File: src/rtl/otter_cu_fsm_mc_if.sv
// Control-unit bus: decoder/memory/interrupt inputs and the enables the control unit drives.
// The slave side is the control unit and the master side is the datapath/memory environment.
interface otter_cu_fsm_mc_if #(
    parameter int NUM_IRQ = 4
) ();
    localparam int IRQ_ID_W = (NUM_IRQ > 1) ? $clog2(NUM_IRQ) : 1;

    logic [31:0]         instrn;
    logic                mem_misalign;
    logic                mem_rdy1;
    logic                mem_rdy2;
    logic [NUM_IRQ-1:0]  irq_vld;
    logic [NUM_IRQ-1:0]  irq_mask;
    logic                irq_en;

    logic                pc_w_en;
    logic                rfile_w_en;
    logic                mem_rden1;
    logic                mem_rden2;
    logic                mem_we2;
    logic                cu_rst;
    logic                csr_we;
    logic                invld_opcode;
    logic                intrpt_taken;
    logic [IRQ_ID_W-1:0] intrpt_id;
    logic [NUM_IRQ-1:0]  irq_pending;

    modport slave (
        input  instrn, mem_misalign, mem_rdy1, mem_rdy2, irq_vld, irq_mask, irq_en,
        output pc_w_en, rfile_w_en, mem_rden1, mem_rden2, mem_we2, cu_rst, csr_we,
               invld_opcode, intrpt_taken, intrpt_id, irq_pending
    );

    modport master (
        output instrn, mem_misalign, mem_rdy1, mem_rdy2, irq_vld, irq_mask, irq_en,
        input  pc_w_en, rfile_w_en, mem_rden1, mem_rden2, mem_we2, cu_rst, csr_we,
               invld_opcode, intrpt_taken, intrpt_id, irq_pending
    );
endinterface

File: src/rtl/otter_cu_fsm_mc.sv
// Multi-cycle OTTER control unit: fetch/exec/load/store/trap sequencing with ready-handshaked memory
// ports and edge-latched, masked, lowest-index-first interrupts taken only at instruction boundaries.
module otter_cu_fsm_mc #(
    parameter int NUM_IRQ = 4
) (
    input  logic               clk,
    input  logic               rst,
    otter_cu_fsm_mc_if.slave   bus
);
    localparam int IRQ_ID_W = (NUM_IRQ > 1) ? $clog2(NUM_IRQ) : 1;

    localparam logic [6:0] OPC_OP     = 7'b0110011;
    localparam logic [6:0] OPC_OP_IMM = 7'b0010011;
    localparam logic [6:0] OPC_JALR   = 7'b1100111;
    localparam logic [6:0] OPC_LUI    = 7'b0110111;
    localparam logic [6:0] OPC_AUIPC  = 7'b0010111;
    localparam logic [6:0] OPC_JAL    = 7'b1101111;
    localparam logic [6:0] OPC_SYS    = 7'b1110011;
    localparam logic [6:0] OPC_BRANCH = 7'b1100011;
    localparam logic [6:0] OPC_LOAD   = 7'b0000011;
    localparam logic [6:0] OPC_STORE  = 7'b0100011;

    typedef enum logic [2:0] {
        S_INIT    = 3'd0,
        S_FETCH   = 3'd1,
        S_EXEC    = 3'd2,
        S_LD_WAIT = 3'd3,
        S_WR_BK   = 3'd4,
        S_ST_WAIT = 3'd5,
        S_INTRPT  = 3'd6
    } state_e;

    state_e              state_q, state_d;
    logic [NUM_IRQ-1:0]  pend_q, pend_d, vld_prev_q;
    logic [NUM_IRQ-1:0]  active_s, clr_s;
    logic [IRQ_ID_W-1:0] id_q, id_d, low_id_s;
    logic                take_s, boundary_s;
    logic [6:0]          opcode_s;
    logic                func0_s;
    logic                pc_w_en_s, rfile_w_en_s, mem_rden1_s, mem_rden2_s, mem_we2_s;
    logic                cu_rst_s, csr_we_s, invld_opcode_s, intrpt_taken_s;
    logic                unused_instr_bits;

    assign opcode_s          = bus.instrn[6:0];
    assign func0_s           = bus.instrn[12];
    assign unused_instr_bits = ^{bus.instrn[31:13], bus.instrn[11:7]};

    assign active_s = pend_q & bus.irq_mask;
    assign take_s   = bus.irq_en & (|active_s);

    // Lowest enabled pending line wins: scan high to low so the last hit is the smallest index.
    always_comb begin
        low_id_s = '0;
        for (int i = NUM_IRQ - 1; i >= 0; i--) begin
            low_id_s = active_s[i] ? IRQ_ID_W'(i) : low_id_s;
        end
    end

    // Next-state and control decode; a boundary arm picks INTRPT or FETCH directly.
    always_comb begin
        state_d        = state_q;
        boundary_s     = 1'b0;
        pc_w_en_s      = 1'b1;
        rfile_w_en_s   = 1'b0;
        mem_rden1_s    = 1'b0;
        mem_rden2_s    = 1'b0;
        mem_we2_s      = 1'b0;
        cu_rst_s       = 1'b0;
        csr_we_s       = 1'b0;
        invld_opcode_s = 1'b0;
        intrpt_taken_s = 1'b0;
        case (state_q)
            S_INIT: begin
                cu_rst_s  = 1'b1;
                pc_w_en_s = 1'b0;
                state_d   = S_FETCH;
            end
            S_FETCH: begin
                mem_rden1_s = 1'b1;
                pc_w_en_s   = 1'b0;
                state_d     = bus.mem_rdy1 ? S_EXEC : S_FETCH;
            end
            S_EXEC: begin
                boundary_s = 1'b1;
                state_d    = take_s ? S_INTRPT : S_FETCH;
                case (opcode_s)
                    OPC_OP, OPC_OP_IMM, OPC_JALR, OPC_LUI, OPC_AUIPC, OPC_JAL: rfile_w_en_s = 1'b1;
                    OPC_SYS: begin
                        rfile_w_en_s = func0_s;
                        csr_we_s     = func0_s;
                    end
                    OPC_BRANCH: pc_w_en_s = 1'b1;
                    OPC_LOAD: begin
                        if (!bus.mem_misalign) begin
                            mem_rden2_s = 1'b1;
                            pc_w_en_s   = 1'b0;
                            boundary_s  = 1'b0;
                            state_d     = S_LD_WAIT;
                        end else begin
                            mem_rden2_s = 1'b0;
                        end
                    end
                    OPC_STORE: begin
                        if (!bus.mem_misalign && !bus.mem_rdy2) begin
                            mem_we2_s  = 1'b1;
                            pc_w_en_s  = 1'b0;
                            boundary_s = 1'b0;
                            state_d    = S_ST_WAIT;
                        end else begin
                            mem_we2_s = !bus.mem_misalign;
                        end
                    end
                    default: invld_opcode_s = 1'b1;
                endcase
            end
            S_LD_WAIT: begin
                mem_rden2_s = 1'b1;
                pc_w_en_s   = 1'b0;
                state_d     = bus.mem_rdy2 ? S_WR_BK : S_LD_WAIT;
            end
            S_WR_BK: begin
                rfile_w_en_s = 1'b1;
                boundary_s   = 1'b1;
                state_d      = take_s ? S_INTRPT : S_FETCH;
            end
            S_ST_WAIT: begin
                mem_we2_s = 1'b1;
                if (bus.mem_rdy2) begin
                    boundary_s = 1'b1;
                    state_d    = take_s ? S_INTRPT : S_FETCH;
                end else begin
                    pc_w_en_s = 1'b0;
                end
            end
            S_INTRPT: begin
                intrpt_taken_s = 1'b1;
                state_d        = S_FETCH;
            end
            default: begin
                pc_w_en_s = 1'b0;
                state_d   = S_INIT;
            end
        endcase
    end

    assign id_d   = (boundary_s && take_s) ? low_id_s : id_q;
    assign clr_s  = (state_q == S_INTRPT) ? (NUM_IRQ'(1) << id_q) : '0;
    // A fresh rising edge on the line being serviced overrides its clear.
    assign pend_d = (pend_q & ~clr_s) | (bus.irq_vld & ~vld_prev_q);

    // State, interrupt id, pending bits and edge history.
    always_ff @(posedge clk or posedge rst) begin
        if (rst) begin
            state_q    <= S_INIT;
            id_q       <= '0;
            pend_q     <= '0;
            vld_prev_q <= '0;
        end else begin
            state_q    <= state_d;
            id_q       <= id_d;
            pend_q     <= pend_d;
            vld_prev_q <= bus.irq_vld;
        end
    end

    assign bus.pc_w_en      = pc_w_en_s;
    assign bus.rfile_w_en   = rfile_w_en_s;
    assign bus.mem_rden1    = mem_rden1_s;
    assign bus.mem_rden2    = mem_rden2_s;
    assign bus.mem_we2      = mem_we2_s;
    assign bus.cu_rst       = cu_rst_s;
    assign bus.csr_we       = csr_we_s;
    assign bus.invld_opcode = invld_opcode_s;
    assign bus.intrpt_taken = intrpt_taken_s;
    assign bus.intrpt_id    = id_q;
    assign bus.irq_pending  = pend_q;
endmodule
File: src/flat_wrapper.sv
// flat-port wrapper written by rule: the top's interface ports become plain ports
module otter_cu_fsm_mc_flat 
#(
    parameter int NUM_IRQ = 4
)
  (clk, rst, bus_instrn, bus_mem_misalign, bus_mem_rdy1, bus_mem_rdy2, bus_irq_vld, bus_irq_mask, bus_irq_en, bus_pc_w_en, bus_rfile_w_en, bus_mem_rden1, bus_mem_rden2, bus_mem_we2, bus_cu_rst, bus_csr_we, bus_invld_opcode, bus_intrpt_taken, bus_intrpt_id, bus_irq_pending);
  otter_cu_fsm_mc_if #(.NUM_IRQ(NUM_IRQ)) bus_i ();
  input  logic clk;
  input  logic rst;
  input wire logic [$bits(bus_i.instrn)-1:0] bus_instrn;
  input wire logic [$bits(bus_i.mem_misalign)-1:0] bus_mem_misalign;
  input wire logic [$bits(bus_i.mem_rdy1)-1:0] bus_mem_rdy1;
  input wire logic [$bits(bus_i.mem_rdy2)-1:0] bus_mem_rdy2;
  input wire logic [$bits(bus_i.irq_vld)-1:0] bus_irq_vld;
  input wire logic [$bits(bus_i.irq_mask)-1:0] bus_irq_mask;
  input wire logic [$bits(bus_i.irq_en)-1:0] bus_irq_en;
  output wire logic [$bits(bus_i.pc_w_en)-1:0] bus_pc_w_en;
  output wire logic [$bits(bus_i.rfile_w_en)-1:0] bus_rfile_w_en;
  output wire logic [$bits(bus_i.mem_rden1)-1:0] bus_mem_rden1;
  output wire logic [$bits(bus_i.mem_rden2)-1:0] bus_mem_rden2;
  output wire logic [$bits(bus_i.mem_we2)-1:0] bus_mem_we2;
  output wire logic [$bits(bus_i.cu_rst)-1:0] bus_cu_rst;
  output wire logic [$bits(bus_i.csr_we)-1:0] bus_csr_we;
  output wire logic [$bits(bus_i.invld_opcode)-1:0] bus_invld_opcode;
  output wire logic [$bits(bus_i.intrpt_taken)-1:0] bus_intrpt_taken;
  output wire logic [$bits(bus_i.intrpt_id)-1:0] bus_intrpt_id;
  output wire logic [$bits(bus_i.irq_pending)-1:0] bus_irq_pending;
  assign bus_i.instrn = bus_instrn;
  assign bus_i.mem_misalign = bus_mem_misalign;
  assign bus_i.mem_rdy1 = bus_mem_rdy1;
  assign bus_i.mem_rdy2 = bus_mem_rdy2;
  assign bus_i.irq_vld = bus_irq_vld;
  assign bus_i.irq_mask = bus_irq_mask;
  assign bus_i.irq_en = bus_irq_en;
  assign bus_pc_w_en = bus_i.pc_w_en;
  assign bus_rfile_w_en = bus_i.rfile_w_en;
  assign bus_mem_rden1 = bus_i.mem_rden1;
  assign bus_mem_rden2 = bus_i.mem_rden2;
  assign bus_mem_we2 = bus_i.mem_we2;
  assign bus_cu_rst = bus_i.cu_rst;
  assign bus_csr_we = bus_i.csr_we;
  assign bus_invld_opcode = bus_i.invld_opcode;
  assign bus_intrpt_taken = bus_i.intrpt_taken;
  assign bus_intrpt_id = bus_i.intrpt_id;
  assign bus_irq_pending = bus_i.irq_pending;
  otter_cu_fsm_mc #(.NUM_IRQ(NUM_IRQ)) u_core (.clk(clk), .rst(rst), .bus(bus_i));
endmodule
File: config.mk
export PLATFORM = sky130hd
export DESIGN_NAME = otter_cu_fsm_mc_flat
export DESIGN_NICKNAME = d
export VERILOG_FILES = /design/src/rtl/otter_cu_fsm_mc_if.sv /design/src/rtl/otter_cu_fsm_mc.sv /design/src/flat_wrapper.sv
export SDC_FILE = /design/constraint.sdc
export NUM_CORES = 1
export LEC_CHECK = 0
export CORE_MARGIN = 5
export CORE_UTILIZATION = 31
export CTS_CLUSTER_SIZE = 20
export DETAILED_ROUTE_END_ITERATION = 10
export PLACE_DENSITY_LB_ADDON = 0.05
export SLEW_MARGIN = 15
export SYNTH_ARGS = -nofsm -noshare
export SYNTH_HDL_FRONTEND = slang
export SYNTH_SLANG_ARGS = --single-unit
File: constraint.sdc
create_clock -name clk -period 1.7 [get_ports clk]
set_input_delay 0.51 -clock clk [delete_from_list [all_inputs] [get_ports clk]]
set_output_delay 0.51 -clock clk [all_outputs]
set_load 0.02 [all_outputs]
==> summary.txt <==
Clocking
  • CTS max path bufs: 2
  • Cts bufs inserted: 3
  • CTS H-tree depth: 1
  • Cts hold-fix bufs: 0
  • Clk root buf: clkbuf_4
  • CTS clk-pin slew, worst paths: 100 ps
  • Num Clock Sinks: 13
  • Clk Latency, worst-skew pair: 290 ps
  • CTS tree: built

Placement
  • Placed Area: 1580 um^2
  • Port Buf Inserts: 36
  • Pre-CTS worst setup slack: -1240 ps
  • GPL Wtd Cong: 0.926
  • Post-DP HPWL: 2.35 mm

Setup path
  • Worst path cell trace: or3b_4 > buf_6 > nor3_4 > buf_6
  • Reg2reg path depth: 10
  • Critical path's top delay family: simple AND/OR/NAND/NOR gates
  • Worst Setup Start Kind: register
  • Setup CP Type: register to primary output
  • Critical Path End Type: primary output
  • R2r endpoint: u_core.state_q[2]$_DFFE_PP0P_
  • Reg2reg setup slack: -190 ps
  • Crit Path Max Fanout: 4
  • Slowest-stage cell, CP: or3b_4
  • Required time worst endpoint: 1190 ps
  • CP Data Arrival Time: 1590 ps
  • Worst Path Buf+Inv: 2
  • Most frequent CP cell: buf_6
  • Reg2reg start: u_core.state_q[2]$_DFFE_PP0P_
  • Max stage delay on crit path: 430 ps

Synthesis
  • Flops & latches, synth: 13
  • Most common cell in the netlist: dfrtp_1
  • Mean Syn Cell Area: around 8.8 um^2
  • Top-area cell type share of the netlist area: 36.5%
  • Cells after Synth: a little over 100
  • Post-synthesis cell type count: 42
  • Main synth FF type: dfrtp_1
  • Syn nets: 147
  • Cell taking the most area after synthesis: dfrtp_1
  • EDFF count, synth: 0
  • Yosys warning total: 0
  • Post-synth top cells: dfrtp_1, nand2_1, inv_1
  • Most area-consuming cells after synthesis: dfrtp_1, nand2_1, o21ai_0
  • Ys async rst share: 100%
  • Cell Area, Synth: 891 um^2
  • Register area share after synthesis: 36.5%

Route
  • Drt via density: 5.04
  • Via count: 1098
  • Drt total wl: between 3 and 4 mm
  • DRC viols: 0
  • DR WL/cell: 14.7 um
  • Post-route antenna net violation count: 0
  • TritonRoute pass-1 iters: 4
  • Initial DRC Count: 31

Timing
  • Hold Slack: 423 ps
  • Unrepaired setup endpoints after global routing: true
  • Period utilization: 124%
  • Fin. Hold Viols: 0
  • Max-slew violations: 0
  • Slew @ Worst Pin: 526 ps
  • Slew margin rel.: between 60% and 70%
  • Setup total negative slack: -2830 ps
  • Layout Skew: between 10 and 15 ps
  • Max Clock Freq: 476 MHz
  • # setup viols final: 13
  • Final WS setup: -400 ps
  • Min cycle time layout: 2100 ps

Final layout
  • N_diodes: 0
  • Share of layout cells above drive strength 1: 56.1%
  • Area occupied by multi-input gates: 679 um^2
  • Sequential cell area: about 330 um^2
  • Filler Cell Count: 231
  • Fin area: 1850 um^2
  • Fin nets: 234
  • Syn-to-layout area delta: 108%

Min path
  • WHS Path Cells: 1
  • Hold_sp: u_core.vld_prev_q[3]$_DFF_PP0_
  • Endpoint, Worst Hold: u_core.bus.irq_pending[3]$_DFF_PP0_
  • Min-Delay Path Class: register to register

GRT
  • Initial antenna violation count: 0
  • Largest net degree at the start of global routing: 14
  • First-pass GRT wire length: 5.40 mm
  • Vias in the first global route: 1230
  • Total grt overflow: 0
  • GR Util All Layers: approximately 17%

Floorplan
  • Core Rows: 19
  • Die W: 63.6 um
  • Die Ht: 63.6 um
  • Die footprint: about 4000 um^2
  • Starting Density: 32.3%
  • I/O pin count: 61
  • Core ar.: about 2800 um^2

Run status
  • Failing checks: negative setup slack
  • Outcome: finished with violations

Pwr
  • Max IR drop VDD: 1180 uV
  • Leakage: about 0.85 nW
  • Pwr Total: approximately 2.2 mW
  • PD cells: ~1200 nW/um^2

Job
  • Maxcap violations: 0
-- stage by stage --
stage / util [%] / instances
after floorplan: - / 101
after global placement: 57.2 / 202
after detailed placement: 57.2 / 202
after CTS: 64.9 / 217
after global routing: 67.1 / 218
final: 67.1 / 218
-- placed cells by master (no fill, tap or decap), types with 3 or more instances in the layout --
cell,n
buf_6,13
clkdlybuf4s50_1,11
buf_4,45
a21oi_2,4
dfrtp_1,13
a32oi_1,3
inv_1,9
nand2_1,10
nand3_1,5
dlygate4sd2_1,8
o21ai_0,5
clkdlybuf4s15_2,4
clkbuf_4,3
-- power by group --
| part | internal, mW | switching, mW | leakage, nW |
|---|---|---|---|
| sequential | 0.384 | 0.0583 | 0.144 |
| clock | 0.0875 | 0.123 | 0.0177 |
| combinational | 0.796 | 0.715 | 0.688 |
| total | 1.27 | 0.896 | 0.849 |
-- flip-flops by register name, summed over array words and instances, names as in the netlist --
name	flops
u_core.bus.irq_pending	4
u_core.vld_prev_q	4
u_core.state_q	3
u_core.bus.intrpt_id	2
-- how the worst max path moves through the flow --
stage	startpoint	cells past startpoint	end
2_1_floorplan	u_core.state_q[2]$_DFFE_PP0P_	3	bus_rfile_w_en
3_3_place_gp	bus_instrn[4]	6	bus_rfile_w_en
3_5_place_dp	bus_instrn[4]	7	bus_invld_opcode
4_1_cts	u_core.state_q[2]$_DFFE_PP0P_	4	bus_invld_opcode
5_1_grt	u_core.state_q[2]$_DFFE_PP0P_	4	bus_invld_opcode
6_report	u_core.state_q[2]$_DFFE_PP0P_	4	bus_invld_opcode
-- layer usage --
| layer | vias up | track usage, % | part of all wire [%] |
|---|---|---|---|
| li1 | 547 | - | - |
| met1 | 523 | 18.8 | 43 |
| met2 | 24 | 29.4 | 52 |
| met3 | 4 | 4.44 | 4.0 |
| met4 | 0 | 5.97 | 0.78 |
| met5 | - | 0 | 0 |
-- timing repair --
| item | in CTS | in global routing |
|---|---|---|
| setup endpoints to repair | 20 | 14 |
| buffers inserted | 11 | 1 |
| pin swaps | 15 | 5 |
| resized for setup | 119 | 14 |
-- layout make-up --
class                      instances  area share [%]
clock buffer                       3            1.22
clock inverter                     1           0.271
multi-input combinational         77            36.7
timing repair buffer              84            40.3
sequential                        13            17.6
tap                               31            2.10
inverter                           9            1.83
-- logic make-up after synthesis --
group / synth area share (%)
and+or+nand+nor: 28.9
buffers and inverters: 4.92
muxes: 1.68
DFF: 36.5
AOI/OAI and AO/OA: 28.0
-- worst reg2reg max path, delay by kind of cell, from the launching register on --
kind,cells,cell delay (ps)
flip-flops,1,390
buffers and inverters,6,840
AO/OA/AOI/OAI,2,260
AND/OR/NAND/NOR,2,360
Note: power is estimated with default switching activity, not from simulation.
